===== src/rtl/instr_queue_pkg.sv =====
// Shared types and constants for the fetch->decode instruction queue.
// Project-wide widths are macros so the rest of the core can override them.
`ifndef WORD_WIDTH
`define WORD_WIDTH 32
`endif
`ifndef IQ_DEPTH
`define IQ_DEPTH 4
`endif
`ifndef NOP_INSTR
`define NOP_INSTR 32'h00000000
`endif

package instr_queue_pkg;
   localparam int WORD_W   = `WORD_WIDTH;
   localparam int IQ_DEPTH = `IQ_DEPTH;
   localparam logic [WORD_W-1:0] NOP_INSTR = `NOP_INSTR;

   typedef struct packed {
      logic [WORD_W-1:0] pc;
      logic [WORD_W-1:0] instr;
   } iq_entry_t;
endpackage


===== src/rtl/instr_queue_if.sv =====
// Fetch/decode handshake bundle around the instruction queue.
// master = the fetch+decode side driving the queue, slave = the queue itself.
interface instr_queue_if
   import instr_queue_pkg::*;
#(
   parameter int DEPTH = IQ_DEPTH,
   parameter int PTR_W = $clog2(DEPTH)
);
   logic              validF;
   logic [WORD_W-1:0] pcF;
   logic [WORD_W-1:0] instrF;
   logic              stallF;
   logic              stallD;
   logic              flushD;
   logic              validD;
   logic [WORD_W-1:0] pcD;
   logic [WORD_W-1:0] instrD;
   logic [PTR_W:0]    count;

   modport master (
      output validF, pcF, instrF, stallD, flushD,
      input  stallF, validD, pcD, instrD, count
   );

   modport slave (
      input  validF, pcF, instrF, stallD, flushD,
      output stallF, validD, pcD, instrD, count
   );
endinterface


===== src/rtl/instr_queue.sv =====
// Show-ahead circular buffer between fetch and decode. stallF depends only on
// registered occupancy, so decode's stall never reaches fetch combinationally.
module instr_queue
   import instr_queue_pkg::*;
#(
   parameter int DEPTH = IQ_DEPTH,
   parameter int PTR_W = $clog2(DEPTH)
) (
   input logic           clk,
   input logic           rst,
   instr_queue_if.slave  bus
);
   localparam logic [PTR_W:0] FULL_CNT = (PTR_W+1)'(DEPTH);

   iq_entry_t        mem_q [DEPTH];
   logic [PTR_W-1:0] wr_ptr_q, wr_ptr_d;
   logic [PTR_W-1:0] rd_ptr_q, rd_ptr_d;
   logic [PTR_W:0]   count_q, count_d;
   logic             full, empty, push, pop;

   assign full  = (count_q == FULL_CNT);
   assign empty = (count_q == '0);
   assign push  = bus.validF && !full;
   assign pop   = !empty && !bus.stallD;

   always_comb begin
      wr_ptr_d = wr_ptr_q;
      rd_ptr_d = rd_ptr_q;
      count_d  = count_q;
      if (bus.flushD) begin
         wr_ptr_d = '0;
         rd_ptr_d = '0;
         count_d  = '0;
      end else begin
         if (push) wr_ptr_d = wr_ptr_q + PTR_W'(1);
         if (pop)  rd_ptr_d = rd_ptr_q + PTR_W'(1);
         case ({push, pop})
            2'b10:   count_d = count_q + (PTR_W+1)'(1);
            2'b01:   count_d = count_q - (PTR_W+1)'(1);
            default: count_d = count_q;
         endcase
      end
   end

   always_ff @(posedge clk) begin
      if (!rst) begin
         wr_ptr_q <= '0;
         rd_ptr_q <= '0;
         count_q  <= '0;
      end else begin
         wr_ptr_q <= wr_ptr_d;
         rd_ptr_q <= rd_ptr_d;
         count_q  <= count_d;
      end
   end

   // Storage needs no reset: nothing is visible until count says so.
   always_ff @(posedge clk) begin
      if (push) mem_q[wr_ptr_q] <= '{pc: bus.pcF, instr: bus.instrF};
   end

   assign bus.stallF = full;
   assign bus.validD = !empty;
   assign bus.count  = count_q;
   assign bus.pcD    = empty ? '0        : mem_q[rd_ptr_q].pc;
   assign bus.instrD = empty ? NOP_INSTR : mem_q[rd_ptr_q].instr;
endmodule


===== src/flat_wrapper.sv =====
// flat-port wrapper written by rule: the top's interface ports become plain ports
module instr_queue_flat import instr_queue_pkg::*;
#(
   parameter int DEPTH = IQ_DEPTH,
   parameter int PTR_W = $clog2(DEPTH)
)
  (clk, rst, bus_validF, bus_pcF, bus_instrF, bus_stallD, bus_flushD, bus_stallF, bus_validD, bus_pcD, bus_instrD, bus_count);
  instr_queue_if #(.DEPTH(DEPTH), .PTR_W(PTR_W)) bus_i ();
  input logic clk;
  input logic rst;
  input wire logic [$bits(bus_i.validF)-1:0] bus_validF;
  input wire logic [$bits(bus_i.pcF)-1:0] bus_pcF;
  input wire logic [$bits(bus_i.instrF)-1:0] bus_instrF;
  input wire logic [$bits(bus_i.stallD)-1:0] bus_stallD;
  input wire logic [$bits(bus_i.flushD)-1:0] bus_flushD;
  output wire logic [$bits(bus_i.stallF)-1:0] bus_stallF;
  output wire logic [$bits(bus_i.validD)-1:0] bus_validD;
  output wire logic [$bits(bus_i.pcD)-1:0] bus_pcD;
  output wire logic [$bits(bus_i.instrD)-1:0] bus_instrD;
  output wire logic [$bits(bus_i.count)-1:0] bus_count;
  assign bus_i.validF = bus_validF;
  assign bus_i.pcF = bus_pcF;
  assign bus_i.instrF = bus_instrF;
  assign bus_i.stallD = bus_stallD;
  assign bus_i.flushD = bus_flushD;
  assign bus_stallF = bus_i.stallF;
  assign bus_validD = bus_i.validD;
  assign bus_pcD = bus_i.pcD;
  assign bus_instrD = bus_i.instrD;
  assign bus_count = bus_i.count;
  instr_queue #(.DEPTH(DEPTH), .PTR_W(PTR_W)) u_core (.clk(clk), .rst(rst), .bus(bus_i));
endmodule

===== config.mk =====
export PLATFORM = sky130hd
export DESIGN_NAME = instr_queue_flat
export DESIGN_NICKNAME = d
export VERILOG_FILES = /design/src/rtl/instr_queue_pkg.sv /design/src/rtl/instr_queue_if.sv /design/src/rtl/instr_queue.sv /design/src/flat_wrapper.sv
export SDC_FILE = /design/constraint.sdc
export NUM_CORES = 1
export LEC_CHECK = 0
export BUFFER_PORTS_ARGS = -buffer_cell sky130_fd_sc_hd__buf_2
export CAP_MARGIN = 20
export CORE_ASPECT_RATIO = 1.5
export CORE_MARGIN = 5
export CORE_UTILIZATION = 50
export CTS_CLUSTER_DIAMETER = 30
export DETAILED_ROUTE_END_ITERATION = 10
export GPL_TIMING_DRIVEN = 1
export HOLD_SLACK_MARGIN = 0.06
export PLACE_DENSITY = 0.71
export SKIP_CTS_REPAIR_TIMING = 1
export SLEW_MARGIN = 10
export SYNTH_ARGS = -nofsm -noshare
export SYNTH_HDL_FRONTEND = slang
export SYNTH_SLANG_ARGS = --single-unit

===== constraint.sdc =====
create_clock -name clk -period 3.8 [get_ports clk]
set_clock_uncertainty 0.1 [all_clocks]
set_input_delay 0.38 -clock clk [delete_from_list [all_inputs] [get_ports clk]]
set_output_delay 0.38 -clock clk [all_outputs]
set_load 0.005 [all_outputs]

==> results summary, run 1 <==
OpenSTA, run right after detailed placement, puts the worst setup slack at 1.174 ns. The data required time at the worst endpoint came out at 3.32 ns. The clock tree synthesis step divided the H-tree into 2 levels. The last element of the critical path is bus_instrD[14]. The leakage power came out at around 4.6 nW. The worst slew margin relative to its limit is approximately a third. The post-route worst setup slack is 0.8625 ns. The completed layout was analyzed and its total power is 6.864 mW.

The internal cell power came out at 5.454 mW. The clock latency of the later-clocked register in the worst-skew pair came out at 0.48 ns. In the final timing run, aggregate negative setup slack is 0 ns. The detailed placement HPWL came out at 11.19 mm.

The adder and majority gate portion of the synthesized area came out at 0.8065%. The master of the slowest instance on the critical path is sky130_fd_sc_hd__dfxtp_4. Setup repair after global routing left no endpoint under its margin. In this run the critical register-to-register path is launched from u_core.bus.count[2].

The area of the core is 20260 µm². The number of distinct standard cells referenced by the synthesized netlist is 31. The net switching share of the total power came out at 20.55%. The number of antenna diodes in the final layout is 0. The number of port buffers came out at 137.

The average footprint of a synthesized cell came out at 22.16 µm². The global-route total usage across every layer is 16.54%. Setup violations remaining at the end of the flow were counted as 0. The detailed-route DRC error count came out at 0. The part of the power in registers came out at 48.2%. The fraction of the yosys area taken by sequential cells came out at about 77%. The compound-cell area share of the yosys netlist is less than 1%. The area growth from synthesis to final layout is 26.20%.

The die covers 23500 µm². The top cell type by total area after synthesis is sky130_fd_sc_hd__edfxtp_1. The clock slew seen by the registers of the worst setup and hold paths came out at 0.06 ns. Derived from the worst setup path, the maximum achievable clock frequency is 340.4 MHz. Of the post-synthesis cell area, the part taken by muxes is 14.22%. The highest metal layer carrying signal wires in the routed design is met4.

The total detailed-routing wirelength came out at roughly 20 mm. The share of layout cells above drive strength 1 is 37.54%. The wire length on met2 is approximately 11 mm. The number of warnings reported in the yosys synthesis log is 0. The depth of the worst register-to-register path came out at 9. The peak per-stage delay on the critical path is 0.77 ns. The largest net degree at the start of global routing is 66.

After global routing the overflow that remains totals 0. The critical path data arrival time is 2.46 ns. The number of synthesized flops with an enable pin is 256. The run finished with clean final reports. After synthesis the cells add up to 10240 µm². Max-cap violations in this run came to 0. The worst setup path is captured at an output port. The setup slack on the worst flop-to-flop path came out at 1.16 ns.

The detailed router's first-iteration violation count came out at 292. Traced cell by cell, the critical path runs through buf_4 > mux4_2 > and2_1 > buf_2. The share of flip-flops with an asynchronous set or reset came out at 0%.

The length of routed wiring on met1 is 7.594 mm. The total vias in the final route came out at around 5000. The portion of synthesized cell area occupied by the leading cell type came out at 75.07%. The width of the chip is 126.8 µm. The top fanout value on the critical path came out at 32. The part of the power in combinational logic is 5.3%. The boundary pin count is 138.

The cell count after placement came out at 842. The library cells used most frequently in the layout, excluding fill and tap cells, are sky130_fd_sc_hd__edfxtp_1 (256), sky130_fd_sc_hd__buf_2 (137), sky130_fd_sc_hd__and2_1 (64), sky130_fd_sc_hd__dlygate4sd3_1 (64), sky130_fd_sc_hd__mux4_2 (60). The TritonCTS clock tree is built. By area the synthesized netlist is led by sky130_fd_sc_hd__edfxtp_1 (75%), sky130_fd_sc_hd__mux4_2 (13%), sky130_fd_sc_hd__and2_1 (3.9%), sky130_fd_sc_hd__dfxtp_1 (1.8%), sky130_fd_sc_hd__buf_12 (1.2%). The worst setup path is of the reg -> out kind.

The final layout net count is 755. The number of buffers created by CTS is 36. The final core utilization is 63.78%. After synthesis, the largest family of logic cells by area is multiplexers. The worst register-to-register path ends at u_core.bus.count[2].

The number of global-route vias before repair is approximately 5500. The cell count after synthesis came out at 462. The maximum vdd ir drop is between 0.0003 and 0.0004 V. The count of fill cells added during filler insertion is 1372. The detailed-route wire length per cell came out at 20.44 µm.

The die height came out at around 190 µm. When the netlist entered floorplanning its net count stood at between 500 and 600. The most common cell after layout, fill and taps aside is sky130_fd_sc_hd__edfxtp_1. The initial core utilization is 50.54%. The count of cells in the finished layout, fillers not included, comes to 970.

The number of register bits inferred by synthesis came out at 265. The remaining number of nets flagged by the antenna check after routing came out at 0. The post-route fraction of the period consumed by the critical path is 77.30%. The tree is rooted in a sky130_fd_sc_hd__clkbuf_16. The basic-gate share of the synthesized area counting and, or, nand and nor cells came out at 5.095%.

The weighted congestion reported at the end of routability-driven placement came out at 0.7056. The xor/xnor cell area share of the yosys netlist is 0.1711%. Dividing total power by cell area gives a power density of 531.2 nW/µm².

After detailed routing, the met3 layer carries ~840 µm of wire. The final critical path time including I/O delays and setup came out at 2.938 ns. Summed over all nets, the switching power comes to ~1.4 mW. The part of the total power dissipated in the clock network is 46.5%. The total count of hold-check failures in the final report is 0. The slew of the pin with the lowest slew margin is 1.006 ns. The critical path launch point type is a register. The worst-case clock buffer depth came out at 3. The initial antenna violation count came to 0. The number of vias per cell after detailed routing came out at 5.297. The row count came out at 64. The first-pass detailed-route iteration total is 6.

The total number of clock tree sinks came out at around 270. The number of pins exceeding their max-slew limit in the final report is 0. The first-pass GRT wire length is 29.95 mm.

The most common flop cell mapped by yosys is sky130_fd_sc_hd__edfxtp_1. The class of the tightest hold or removal check is in -> reg.
==> worst min path at each step <==
stage,depth (start not counted),end,start
floorplan,2,register,u_core.rd_ptr_q[1]
global placement,2,register,u_core.rd_ptr_q[1]
detailed placement,2,register,u_core.rd_ptr_q[0]
CTS,1,u_core.mem_q[0][34],bus_pcF[2]
global route,3,u_core.wr_ptr_q[0],bus_validF
finish,3,register,bus_stallD
==> cells in the mapped netlist (2+ instances only) <==
master and number:
sky130_fd_sc_hd__nand2b_1 2, sky130_fd_sc_hd__ha_1 5, sky130_fd_sc_hd__a21oi_1 5, sky130_fd_sc_hd__mux4_1 4
sky130_fd_sc_hd__edfxtp_1 256, sky130_fd_sc_hd__o21ai_0 2, sky130_fd_sc_hd__or3_1 2, sky130_fd_sc_hd__mux4_2 60
sky130_fd_sc_hd__dfxtp_1 9, sky130_fd_sc_hd__inv_1 8, sky130_fd_sc_hd__buf_12 6, sky130_fd_sc_hd__clkbuf_1 8
sky130_fd_sc_hd__nor2_1 4, sky130_fd_sc_hd__and2_1 64, sky130_fd_sc_hd__and3_1 4, sky130_fd_sc_hd__xor2_1 2
sky130_fd_sc_hd__buf_2 7
==> power groups by stage <==
stage               Combinational (mW)  Sequential, mW  Clock (mW)
floorplan                        0.171            3.36           0
finish                           0.364            3.31        3.19
detailed placement               0.317            3.37           0
CTS                              0.319            3.31        3.25
global placement                 0.305            3.36           0
global route                     0.400            3.31        3.39
==> cell type report <==
class / instances / area [µm²] / share of cell area (%)
clock inverter: 23 / 210.2 / 1.627
inverter: 8 / 30.03 / 0.2324
tap: 264 / 330.3 / 2.556
clock buffer: 41 / 962.2 / 7.446
multi-input combinational: 166 / 2161 / 16.72
timing repair buffer: 203 / 1354 / 10.48
sequential: 265 / 7875 / 60.94
==> kinds of logic (layout without fill, tap and decap cells) <==
family          after synthesis  in the layout
mux                          64             64
compound gates               10             10
buf+inv                      31            275
simple gates                 84             84
flops                       265            265
xor+xnor                      2              2
fa+ha+maj                     6              6
==> critical path, delay by kind of cell (launching register included) <==
family	cells	cell delay [ns]
DFF	1	0.77
buffers and inverters	2	0.48
muxes	1	0.53
and+or+nand+nor	1	0.17
==> per-layer routing <==
metal / global-route usage, % / vias up
met1: 19.81 / 2643
met3: 3.260 / 42
met5: 0 / -
met4: 5.796 / 0
met2: 29.86 / 138
li1: - / 2315
==> flip-flops by register name, indices dropped and copies added, names as in the netlist, named ones only <==
name,flops
u_core.wr_ptr_q,2
u_core.rd_ptr_q,2
u_core.bus.count,3
u_core.mem_q,256
==> per-stage QoR <==
stage | area (µm²) | hold WS, ns
CTS | 12280 | -0.007837
global placement | 11110 | 0.3588
detailed placement | 11110 | 0.4161
floorplan | 10240 | 0.3587
global route | 12920 | 0.1639
finish | 12920 | 0.1473
Note: power is estimated with default switching activity, not from simulation.
==> inputs of run 2 (changes only) <==
==> constraint.sdc (replaced) <==
create_clock -name clk -period 2.9 [get_ports clk]
set_clock_uncertainty 0.1 [all_clocks]
set_input_delay 0.29 -clock clk [delete_from_list [all_inputs] [get_ports clk]]
set_output_delay 0.29 -clock clk [all_outputs]
set_load 0.005 [all_outputs]
==> run 2 against run 1 <==
  * Via count rose by 1.4%
  * Power increased by 32%
  * Non-clock buffer count grew 11
  * Core utilization rose by 0.75 points
==> results summary, run 2 (synthesis results as in run 1) <==
The sequential cell area came out at 7875 µm². The area of the die came out at approximately 24000 µm². The worst hold path belongs to the class in -> reg. The total power draw came out at 9.082 mW. The detailed placement HPWL is 11.64 mm.

Across the run, the number of max-cap violations was 0. The slowest stage of the critical path is the sky130_fd_sc_hd__or3b_1 cell. The total detailed-routing wirelength came out at between 20 and 25 mm. The run finished with clean final reports. The weighted congestion reported at the end of routability-driven placement came out at 0.7459. The setup path with the least slack is of type reg -> reg.

Across all setup checks in the final design, the least slack found is 0.1999 ns. The worst setup path is launched from a register. Global routing used 16.89% of the available tracks across all layers.

After global routing the overflow that remains totals 0. The area of the core is roughly 20000 µm². From left edge to right edge, the die measures 126.8 µm. The fmax is roughly 370 MHz. The peak per-stage delay on the critical path is 0.52 ns.

The final layout net count came out at 765. Summed over all cells, the static leakage comes to between 4 and 5 nW. The critical path data arrival time came out at 3.02 ns.

The share of layout cells above drive strength 1 came out at 38.91%. The total number of clock tree sinks came out at 265. The final count of negative-setup-slack endpoints is 0. The number of pins exceeding their max-slew limit in the final report is 0. The tightest hold margin came out at 0.03686 ns. Leaving out fill and tap cells, the most frequent cell in the layout is sky130_fd_sc_hd__edfxtp_1. In this run the number of H-tree levels came out at 2. The post-route fraction of the period consumed by the critical path came out at 93.11%. The first-pass detailed-route iteration total came out at 4. The number of global-route vias before repair came out at approximately 5600. The top cell types in the final layout, fill and taps aside, are sky130_fd_sc_hd__edfxtp_1 (256), sky130_fd_sc_hd__buf_2 (137), sky130_fd_sc_hd__dlygate4sd3_1 (66). The total count of hold-check failures in the final report is 0. After detailed routing, the number of remaining DRC violations is 0. The top fanout value on the critical path is 9. The instance area at placement came out at 11210 µm². For this configuration, the core starts out at a cell density of 50.54%. The count of cells in the finished layout, fillers not included, comes to a little under 1000. The largest register by flop count is u_core.mem_q.

On the critical path the largest part of the delay comes from simple AND/OR/NAND/NOR gates. The number of vias per cell after detailed routing came out at between 5 and 6. The clock latency of the later-clocked register in the worst-skew pair came out at between 0.4 and 0.5 ns. The setup slack on the worst flop-to-flop path came out at 0.20 ns. In the final layout, the multi-input gates occupy between 2000 and 2500 µm². The data required time at the worst endpoint came out at between 3 and 4 ns. The filler cells instantiated in the layout total 1384. Counting tap cells, the placed design contains a total of 850 instances.

The number of buffers created by CTS is 35. The total negative setup slack is 0 ns. The number of port buffers came out at 137. 138 I/O pins were placed.

The largest net degree at the start of global routing is 66. The worst setup slack before clock tree synthesis is roughly 0.24 ns. The power per unit of standard cell area is ~690 nW/µm². The maximum vdd ir drop is about 0.00052 V. The worst path buffer plus inverter count is 2. The number of flip-flops under the largest register name came out at 256.

Row generation in the floorplan step produced 64 rows. The die height came out at 185.3 µm. Measured against its own limit, the worst slew margin works out to around 52%. The detailed router's first-iteration violation count came out at approximately 300. After clock tree synthesis, the clock-pin slew on the worst setup and hold paths is 0.05 ns.

The initial antenna violation count is 2. The clock passes through at most 3 buffers. TritonCTS built the clock tree. The final critical path time including I/O delays and setup is 2.700 ns.

The slew of the pin with the lowest slew margin came out at 0.7158 ns. The total vias in the final route came out at approximately 5200. The area growth from synthesis to final layout came out at 27.69%.

The critical path goes through or3b_1 > and2_4 > inv_1 > ha_1 > inv_1 > fa_1 > xor2_1 > or3_1 > a21oi_1. The final core utilization is 64.54%. The count of nets left with antenna violations once routing finished came out at 0. The first-pass GRT wire length came out at between 30 and 40 mm. The most repeated library cell on the critical path is sky130_fd_sc_hd__inv_1.

The tree is rooted in a sky130_fd_sc_hd__clkbuf_16. The detailed-route wire length per cell came out at 20.51 µm. STA classifies the critical path endpoint as a register. After routing the design area is 13080 µm². Setup repair after global routing left no endpoint under its margin.
[run 2: per-layer routing]
layer	up-vias	global-route usage, %	wire (µm)
li1	2341	-	-
met1	2668	19.38	7573
met2	149	31.26	10990
met3	52	3.982	976
met4	2	5.152	583
met5	-	0	13
[run 2: cell type report]
cell class,instances,share of cell area [%]
repair buffers,214,11.41
flip-flops and latches,265,60.23
clock inverters,28,2.335
inverters,8,0.2297
multi-input cells,166,16.53
clock buffers,36,6.727
diodes,1,0.01914
well taps,264,2.526
[run 2: worst paths after layout]
kind / start / to / depth (start not counted)
worst max-delay path: u_core.bus.count[2] / u_core.bus.count[2] / 9
worst min-delay path: bus_flushD / register / 4
worst max register to register: u_core.bus.count[2] / u_core.bus.count[2] / 9
worst min register to register: u_core.rd_ptr_q[1] / register / 2
[run 2: power by group]
| group | total (mW) | switching [mW] | leakage [nW] | internal [mW] |
|---|---|---|---|---|
| combinational | 0.501 | 0.240 | 1.65 | 0.261 |
| sequential | 4.32 | 0.0239 | 2.43 | 4.30 |
| clock | 4.26 | 1.63 | 0.573 | 2.63 |
| total | 9.08 | 1.89 | 4.65 | 7.19 |
[run 2: worst min-delay path: cells and delay by family]
kind            cells  cell delay (ns)
simple gates        2             0.12
compound gates      1             0.09
buf+inv             1             0.08
